`config.mk`:
```
export PLATFORM = sky130hd
export DESIGN_NAME = alu_pipe_flat
export DESIGN_NICKNAME = d
export VERILOG_FILES = /design/src/rtl/alu_pipe_if.sv /design/src/rtl/alu_pipe.sv /design/src/flat_wrapper.sv
export SDC_FILE = /design/constraint.sdc
export NUM_CORES = 1
export LEC_CHECK = 0
export CAP_MARGIN = 10
export CORE_UTILIZATION = 55
export DETAILED_ROUTE_END_ITERATION = 8
export GPL_ROUTABILITY_DRIVEN = 0
export HOLD_SLACK_MARGIN = 0.05
export PLACE_DENSITY_LB_ADDON = 0.08
export SLEW_MARGIN = 20
export SYNTH_ARGS = -nofsm -noshare
export SYNTH_HDL_FRONTEND = slang
export SYNTH_SLANG_ARGS = --single-unit
```
`constraint.sdc`:
```
create_clock -name clk -period 1.94 [get_ports clk]
set_input_delay 0.388 -clock clk [delete_from_list [all_inputs] [get_ports clk]]
set_output_delay 0.388 -clock clk [all_outputs]
set_load 0.05 [all_outputs]
```
`src/rtl/alu_pipe_if.sv`:
```
// alu_pipe_if: request (operands/opcode) and response (result/flags) handshake
// bundle for alu_pipe. The slave side is the ALU; the master side is the
// register-file read / writeback pair around it.
interface alu_pipe_if #(
  parameter int WIDTH = 8
);
  logic             in_valid;
  logic             in_ready;
  logic [3:0]       opcode;
  logic [WIDTH-1:0] data_in1;
  logic [WIDTH-1:0] data_in2;
  logic             out_valid;
  logic             out_ready;
  logic [WIDTH-1:0] result;
  logic             compare;
  logic [3:0]       flags;
  logic             busy;

  modport master (
    output in_valid, opcode, data_in1, data_in2, out_ready,
    input  in_ready, out_valid, result, compare, flags, busy
  );

  modport slave (
    input  in_valid, opcode, data_in1, data_in2, out_ready,
    output in_ready, out_valid, result, compare, flags, busy
  );
endinterface

```
`src/rtl/alu_pipe.sv`:
```
// alu_pipe: registered ALU with valid/ready in and out, compare bit and
// {Z,N,C,V} flags. Single-cycle ops land in the output register on the
// accepting edge. Build option ALU_MUL_EN adds an iterative shift-add
// multiplier (opcode 1011) driven by an IDLE/MUL/DONE FSM; without it 1011
// falls into the default (zero) case and busy is tied low.
module alu_pipe #(
  parameter int WIDTH = 8,
  parameter int SHW   = $clog2(WIDTH)
) (
  input logic       clk,
  input logic       rst_n,
  alu_pipe_if.slave bus
);

  localparam logic [3:0] OP_ADD = 4'b0000;
  localparam logic [3:0] OP_SUB = 4'b0001;
  localparam logic [3:0] OP_AND = 4'b0010;
  localparam logic [3:0] OP_OR  = 4'b0011;
  localparam logic [3:0] OP_XOR = 4'b0100;
  localparam logic [3:0] OP_SRL = 4'b0101;
  localparam logic [3:0] OP_SLL = 4'b0110;
  localparam logic [3:0] OP_BEQ = 4'b0111;
  localparam logic [3:0] OP_BNE = 4'b1000;
  localparam logic [3:0] OP_LDA = 4'b1001;
  localparam logic [3:0] OP_STA = 4'b1010;
  localparam logic [3:0] OP_MUL = 4'b1011;

  typedef struct packed {
    logic [WIDTH-1:0] result;
    logic             compare;
    logic [3:0]       flags;   // {Z,N,C,V}
  } res_t;

  function automatic res_t mk_res(input logic [WIDTH-1:0] r, input logic cmp,
                                  input logic c, input logic v);
    res_t o;
    o.result  = r;
    o.compare = cmp;
    o.flags   = {(r == '0), r[WIDTH-1], c, v};
    return o;
  endfunction

  logic [WIDTH-1:0] a, b;
  assign a = bus.data_in1;
  assign b = bus.data_in2;

  // Output slot is free when empty or being drained this cycle.
  logic slot_free;
  logic idle;
  logic accept;
  logic is_mul;
  logic mul_load;
  logic [2*WIDTH-1:0] mul_prod;

  res_t res_q, res_d;
  logic out_valid_q, out_valid_d;

  assign slot_free    = ~out_valid_q | bus.out_ready;
  assign bus.in_ready = idle & slot_free;
  assign accept       = bus.in_valid & bus.in_ready;

  // Single-cycle datapath; shift amounts at or above WIDTH flush to zero
  // rather than wrapping.
  logic [WIDTH-1:0] alu_r;
  logic             alu_cmp, alu_c, alu_v;
  logic [WIDTH:0]   sum_ext, dif_ext;
  logic             shift_big;

  always_comb begin
    alu_r     = '0;
    alu_cmp   = 1'b0;
    alu_c     = 1'b0;
    alu_v     = 1'b0;
    sum_ext   = {1'b0, a} + {1'b0, b};
    dif_ext   = {1'b0, a} - {1'b0, b};
    shift_big = (b >= WIDTH'(WIDTH));
    unique case (bus.opcode)
      OP_ADD, OP_LDA, OP_STA: begin
        alu_r = sum_ext[WIDTH-1:0];
        alu_c = sum_ext[WIDTH];
        alu_v = (a[WIDTH-1] == b[WIDTH-1]) && (alu_r[WIDTH-1] != a[WIDTH-1]);
      end
      OP_SUB: begin
        alu_r = dif_ext[WIDTH-1:0];
        alu_c = dif_ext[WIDTH];   // borrow: A < B unsigned
        alu_v = (a[WIDTH-1] != b[WIDTH-1]) && (alu_r[WIDTH-1] != a[WIDTH-1]);
      end
      OP_AND: alu_r = a & b;
      OP_OR:  alu_r = a | b;
      OP_XOR: alu_r = a ^ b;
      OP_SRL: alu_r = shift_big ? '0 : (a >> b[SHW-1:0]);
      OP_SLL: alu_r = shift_big ? '0 : (a << b[SHW-1:0]);
      OP_BEQ: alu_cmp = (a == b);
      OP_BNE: alu_cmp = (a != b);
      default: ;
    endcase
  end

`ifdef ALU_MUL_EN
  localparam int CW = $clog2(WIDTH);
  localparam logic [CW-1:0] LAST = CW'(WIDTH - 1);

  typedef enum logic [1:0] {S_IDLE, S_MUL, S_DONE} state_e;

  state_e             state_q, state_d;
  logic [2*WIDTH-1:0] mcand_q, mcand_d;
  logic [2*WIDTH-1:0] acc_q, acc_d;
  logic [WIDTH-1:0]   mplier_q, mplier_d;
  logic [CW-1:0]      cnt_q, cnt_d;

  assign idle     = (state_q == S_IDLE);
  assign bus.busy = (state_q != S_IDLE);
  assign is_mul   = (bus.opcode == OP_MUL);

  // Multiplier FSM: one partial product per MUL cycle. The last iteration
  // writes the output directly when the slot is free, so the result lands
  // WIDTH clocks after the accepting edge; otherwise park in DONE.
  always_comb begin
    state_d  = state_q;
    mcand_d  = mcand_q;
    mplier_d = mplier_q;
    acc_d    = acc_q;
    cnt_d    = cnt_q;
    mul_load = 1'b0;
    mul_prod = acc_q;
    unique case (state_q)
      S_IDLE: begin
        if (accept && is_mul) begin
          state_d  = S_MUL;
          mcand_d  = {{WIDTH{1'b0}}, a};
          mplier_d = b;
          acc_d    = '0;
          cnt_d    = '0;
        end
      end
      S_MUL: begin
        mul_prod = acc_q + (mplier_q[0] ? mcand_q : '0);
        acc_d    = mul_prod;
        mcand_d  = mcand_q << 1;
        mplier_d = mplier_q >> 1;
        cnt_d    = cnt_q + 1'b1;
        if (cnt_q == LAST) begin
          if (slot_free) begin
            mul_load = 1'b1;
            state_d  = S_IDLE;
          end else begin
            state_d  = S_DONE;
          end
        end
      end
      S_DONE: begin
        if (slot_free) begin
          mul_load = 1'b1;
          state_d  = S_IDLE;
        end
      end
      default: state_d = S_IDLE;
    endcase
  end

  // Multiplier state; reset drops any product in flight.
  always_ff @(posedge clk or negedge rst_n) begin
    if (!rst_n) begin
      state_q  <= S_IDLE;
      mcand_q  <= '0;
      mplier_q <= '0;
      acc_q    <= '0;
      cnt_q    <= '0;
    end else begin
      state_q  <= state_d;
      mcand_q  <= mcand_d;
      mplier_q <= mplier_d;
      acc_q    <= acc_d;
      cnt_q    <= cnt_d;
    end
  end
`else
  assign idle     = 1'b1;
  assign bus.busy = 1'b0;
  assign is_mul   = 1'b0;
  assign mul_load = 1'b0;
  assign mul_prod = '0;
`endif

  // Output slot: drain on out_ready, refill from the ALU or the multiplier;
  // drain and refill in the same cycle leaves no bubble.
  always_comb begin
    res_d       = res_q;
    out_valid_d = out_valid_q;
    if (out_valid_q && bus.out_ready) out_valid_d = 1'b0;
    if (accept && !is_mul) begin
      res_d       = mk_res(alu_r, alu_cmp, alu_c, alu_v);
      out_valid_d = 1'b1;
    end else if (mul_load) begin
      res_d       = mk_res(mul_prod[WIDTH-1:0], 1'b0, |mul_prod[2*WIDTH-1:WIDTH], 1'b0);
      out_valid_d = 1'b1;
    end
  end

  // Output register.
  always_ff @(posedge clk or negedge rst_n) begin
    if (!rst_n) begin
      res_q       <= '0;
      out_valid_q <= 1'b0;
    end else begin
      res_q       <= res_d;
      out_valid_q <= out_valid_d;
    end
  end

  assign bus.out_valid = out_valid_q;
  assign bus.result    = res_q.result;
  assign bus.compare   = res_q.compare;
  assign bus.flags     = res_q.flags;

endmodule

```
`src/flat_wrapper.sv`:
```
// flat-port wrapper written by rule: the top's interface ports become plain ports
module alu_pipe_flat 
#(
  parameter int WIDTH = 8,
  parameter int SHW   = $clog2(WIDTH)
)
  (clk, rst_n, bus_in_valid, bus_opcode, bus_data_in1, bus_data_in2, bus_out_ready, bus_in_ready, bus_out_valid, bus_result, bus_compare, bus_flags, bus_busy);
  alu_pipe_if #(.WIDTH(WIDTH)) bus_i ();
  input logic clk;
  input logic rst_n;
  input wire logic [$bits(bus_i.in_valid)-1:0] bus_in_valid;
  input wire logic [$bits(bus_i.opcode)-1:0] bus_opcode;
  input wire logic [$bits(bus_i.data_in1)-1:0] bus_data_in1;
  input wire logic [$bits(bus_i.data_in2)-1:0] bus_data_in2;
  input wire logic [$bits(bus_i.out_ready)-1:0] bus_out_ready;
  output wire logic [$bits(bus_i.in_ready)-1:0] bus_in_ready;
  output wire logic [$bits(bus_i.out_valid)-1:0] bus_out_valid;
  output wire logic [$bits(bus_i.result)-1:0] bus_result;
  output wire logic [$bits(bus_i.compare)-1:0] bus_compare;
  output wire logic [$bits(bus_i.flags)-1:0] bus_flags;
  output wire logic [$bits(bus_i.busy)-1:0] bus_busy;
  assign bus_i.in_valid = bus_in_valid;
  assign bus_i.opcode = bus_opcode;
  assign bus_i.data_in1 = bus_data_in1;
  assign bus_i.data_in2 = bus_data_in2;
  assign bus_i.out_ready = bus_out_ready;
  assign bus_in_ready = bus_i.in_ready;
  assign bus_out_valid = bus_i.out_valid;
  assign bus_result = bus_i.result;
  assign bus_compare = bus_i.compare;
  assign bus_flags = bus_i.flags;
  assign bus_busy = bus_i.busy;
  alu_pipe #(.WIDTH(WIDTH), .SHW(SHW)) u_core (.clk(clk), .rst_n(rst_n), .bus(bus_i));
endmodule
```
==> impl_metrics.yaml, run 1 <==
logic_synthesis:
  ys_seq_elements: 13
  synth.cell_area_um2: 2380
  yosys.area.top_type: "dfrtp_1"
  syn_inst: 281
  syn_area_per_cell_um2: 8.46
  synth_nets: 332
  synth_cell_types: 73
  seq_area_frac_synth_pct: 13.7
  synth.area.top_cells: "dfrtp_1 (14%), ha_1 (13%), mux4_2 (4.7%)"
  synth_edf_count: 0
  yosysTopAreaCellShare_pct: 13.7
  synthArstFlopShare_pct: 100
  yosys-top-cells-count: "ha_1 (25), inv_1 (24), nand2_1 (19), o21ai_0 (19), a21oi_1 (17)"
  yosysMostFrequentCell: "ha_1"
  synth_warnings: 0
  ys.flop_type: "dfrtp_1"
run_status:
  outcome: "stopped before the end"
  lastStage: "4_1_cts"
  error: "[ERROR DPL-0033] detailed placement checks failed during check placement."
floorplan:
  initial_core_util_pct: 58.2
  die_h_um: 67.8
  fp-row-count: 23
  pin_count: 40
  die_w_um: 67.8
clock_network:
  root_buffer: "clkbuf_8"
  cts-buffers-inserted: 3
  htree_levels: 1
  cts_num_sinks: 13
  cts_setup_buffers: 32
  hold_buffers: 0
  cts_resized: 126
  cts_buffer_depth: 2
placement:
  dpl.hpwl_mm: 7.05
  place_ws_ps: -1120
  placed_cell_area_um2: 3510
  place.port_buffers: 38
## per-stage QoR
stage	std cells	setup TNS, ps
after floorplan	281	-1540
after global placement	443	-8980
after detailed placement	443	-9780
## cells by family after synthesis
| kind of cell | count (synthesis) | share of synthesized area, % |
|---|---|---|
| compound gates | 94 | 29.1 |
| xor+xnor | 7 | 2.58 |
| fa+ha+maj | 27 | 14.8 |
| buf+inv | 45 | 9.89 |
| flops | 13 | 13.7 |
| mux | 9 | 6.58 |
| other cells | 1 | 0.158 |
| simple gates | 85 | 23.2 |
==> run 2, diff against run 1 <==
--- a/config.mk
+++ b/config.mk
@@ -6,11 +6,10 @@
 export NUM_CORES = 1
 export LEC_CHECK = 0
 export CAP_MARGIN = 10
-export CORE_UTILIZATION = 55
+export CORE_UTILIZATION = 40
 export DETAILED_ROUTE_END_ITERATION = 8
 export GPL_ROUTABILITY_DRIVEN = 0
-export HOLD_SLACK_MARGIN = 0.05
-export PLACE_DENSITY_LB_ADDON = 0.08
+export PLACE_DENSITY_LB_ADDON = 0.15
 export SLEW_MARGIN = 20
 export SYNTH_ARGS = -nofsm -noshare
 export SYNTH_HDL_FRONTEND = slang
==> impl_metrics.yaml, run 2 <==
sta:
  fin_setup_tns_ps: -1530
  rsz0062_at_grt: "true"
  fin_crit_sh_pct: 114
  slew_violations: 0
  max_freq_mhz: 452
  max-slew-margin-rel_pct: 59.6
  whs_ps: 477
  period_needed_ps: 2210
  finalSetupViolCount: 10
  hold_viol: 0
  fin_ws_ps: -271
  clock_skew_ps: 2.71
  tightestPinTransition_ps: 604
placement:
  place_ws_ps: -1040
  dpl.hpwl_mm: 6.62
  place_inst: 460
  placed_cell_area_um2: 3500
  place.port_buffers: 38
detailed_routing:
  drt-pass1-iter-count: 5
  num_vias: 2827
  vias_per_cell: 5.84
  drt_iter0_drc: 224
  antenna_left: 0
  remaining_drc_errors: 0
  wl_per_cell_um: 18.0
  routed_wl_mm: 8.71
clock_network:
  htree_levels: 1
  clkTransAtPathRegs_ps: 60
  cts_buffer_depth: 2
  clkLatencyLatePin_ps: 240
  cts_tree: "yes"
  cts-buffers-inserted: 3
  cts_num_sinks: 13
  root_buffer: "clkbuf_8"
logic_synthesis:
  synthArstFlopShare_pct: 100
  synth_cell_types: 73
  yosys-top-cells-count: "ha_1 (25), inv_1 (24), nand2_1 (19), o21ai_0 (19), a21oi_1 (17)"
  yosysMostFrequentCell: "ha_1"
  ys_seq_elements: 13
  syn_inst: 281
  synth.cell_area_um2: 2380
  ys.flop_type: "dfrtp_1"
  synth_nets: 332
  synth_edf_count: 0
  yosysTopAreaCellShare_pct: 13.7
  syn_area_per_cell_um2: 8.46
  synth.area.top_cells: "dfrtp_1 (14%), ha_1 (13%), mux4_2 (4.7%)"
  synth_warnings: 0
  yosys.area.top_type: "dfrtp_1"
  seq_area_frac_synth_pct: 13.7
job:
  maxCapViolCount: 0
critical_path:
  reg2regPathDepth: 7
  crit_chain: "clkdlybuf4s15_2 > buf_4 > mux4_2 > nand3_1 > o21ai_0 > a211oi_2 > nand4_1 > nor3_2 > a32o_2"
  arrival_ps: 2390
  cp_max_fo: 9
  crit_slowest_cell: "mux4_2"
  crit_path_start_kind: "input pin"
  reg2reg_to: "u_core.bus.flags[3]$_DFFE_PN0P_"
  r2r_slack_ps: 530
  worstSetupPathType: "input pin to flop"
  worstPathRequired_ps: 2120
  endpoint_kind: "flop"
  cpPeakStageDelay_ps: 490
  rr_startpoint: "u_core.bus.out_valid$_DFFE_PN0P_"
floorplan:
  initial_core_util_pct: 42.4
  die_w_um: 79.1
  pin_count: 40
  dieArea_um2: 6260
  fp-row-count: 27
  core-area_um2: 5610
  die_h_um: 79.1
power_and_ir_drop:
  p_total_mw: 1.73
  p_leak_nw: 1.74
  power.density_nw_per_um2: 433
  ir_drop_v: 0.000425
global_route:
  use_met1_pct: 35.5
  grt_pass1_vias: 2719
  antenna_found_initial: 0
  grt_pass1_wl_mm: 13.4
  use_met2_pct: 49.1
  met3_usage_pct: 2.64
  grt_max_degree: 17
  overflow: 0
  grtUsageTotal_pct: 27.8
  grt.busiest_layer: "met2"
cells_and_area:
  area_growth_pct: 68.0
  instances_no_fill: 484
  final_cell_mix: "buf_4 (103), nand2_1 (18), clkdlybuf4s50_1 (17)"
  nets: 464
  design_area_um2: 4000
  drive_gt1_share_pct: 53.6
  fillers: 456
  final_common_cell: "buf_4"
  largest_register_ffs: 7
  antennaDiodeCount: 0
  final_util_pct: 71.2
hold_path:
  holdPathEnd: "u_core.bus.result[3]$_DFFE_PN0P_"
  hold_start: "u_core.bus.result[3]$_DFFE_PN0P_"
  hp-class: "flop to flop"
  worstHoldPathCells: 2
run_status:
  outcome: "finished with violations"
  violations: "negative setup slack"
==> run 2: cell counts after synthesis <==
No cell type changed its count.
==> run 2: metal layers <==
layer | vias up | share of wire (%)
li1 | 1309 | -
met1 | 1344 | 41
met2 | 148 | 49
met3 | 26 | 6.6
met4 | 0 | 3.0
met5 | - | 0
==> run 2: worst max path at each step <==
stage                          from                         endpoint  slack, ps  cells past startpoint
finish              bus_data_in1[4]  u_core.bus.flags[3]$_DFFE_PN0P_       -270                      9
detailed placement  bus_data_in2[0]  u_core.bus.flags[3]$_DFFE_PN0P_      -1040                     11
global route        bus_data_in2[1]  u_core.bus.flags[3]$_DFFE_PN0P_       -330                     10
CTS                 bus_data_in2[1]  u_core.bus.flags[3]$_DFFE_PN0P_       -280                     10
floorplan           bus_data_in2[1]  u_core.bus.flags[3]$_DFFE_PN0P_       -390                     10
global placement    bus_data_in1[3]  u_core.bus.flags[3]$_DFFE_PN0P_       -970                     10
==> run 2: layout make-up <==
type / instances / area, um2 / area share (%)
multi-input combinational: 223 / 2230 / 55.9
timing repair buffer: 148 / 1200 / 30.2
sequential: 13 / 325 / 8.14
inverter: 24 / 96.3 / 2.41
tap: 72 / 90.1 / 2.25
clock buffer: 4 / 45.0 / 1.13
==> run 2: where the power goes <==
group	switching, mW	internal [mW]	leakage [nW]	total, mW
Combinational	0.619	0.538	1.56	1.16
Clock	0.0957	0.145	0.0228	0.241
Sequential	0.0213	0.309	0.166	0.331
==> run 2: critical path, delay by kind of cell <==
kind                   cells  cell delay (ps)
buffers and inverters      2              420
muxes                      1              490
AOI/OAI and AO/OA          3              600
and+or+nand+nor            3              480
==> run 2: timing repair <==
| item | 4_1_cts | 5_1_grt |
|---|---|---|
| cloned | 0 | 0 |
| hold buffers | 0 | 0 |
| pin swaps | 31 | 24 |
| buffers inserted | 12 | 8 |
| endpoints found under the setup margin | 12 | 11 |
| gates resized for setup | 115 | 29 |
==> run 2: kinds of logic after synthesis <==
| family | after synthesis | share of synthesized area, % |
|---|---|---|
| other cells | 1 | 0.158 |
| buf+inv | 45 | 9.89 |
| xor+xnor | 7 | 2.58 |
| flops | 13 | 13.7 |
| simple gates | 85 | 23.2 |
| compound gates | 94 | 29.1 |
| fa+ha+maj | 27 | 14.8 |
| mux | 9 | 6.58 |
Note: power is estimated with default switching activity, not from simulation.
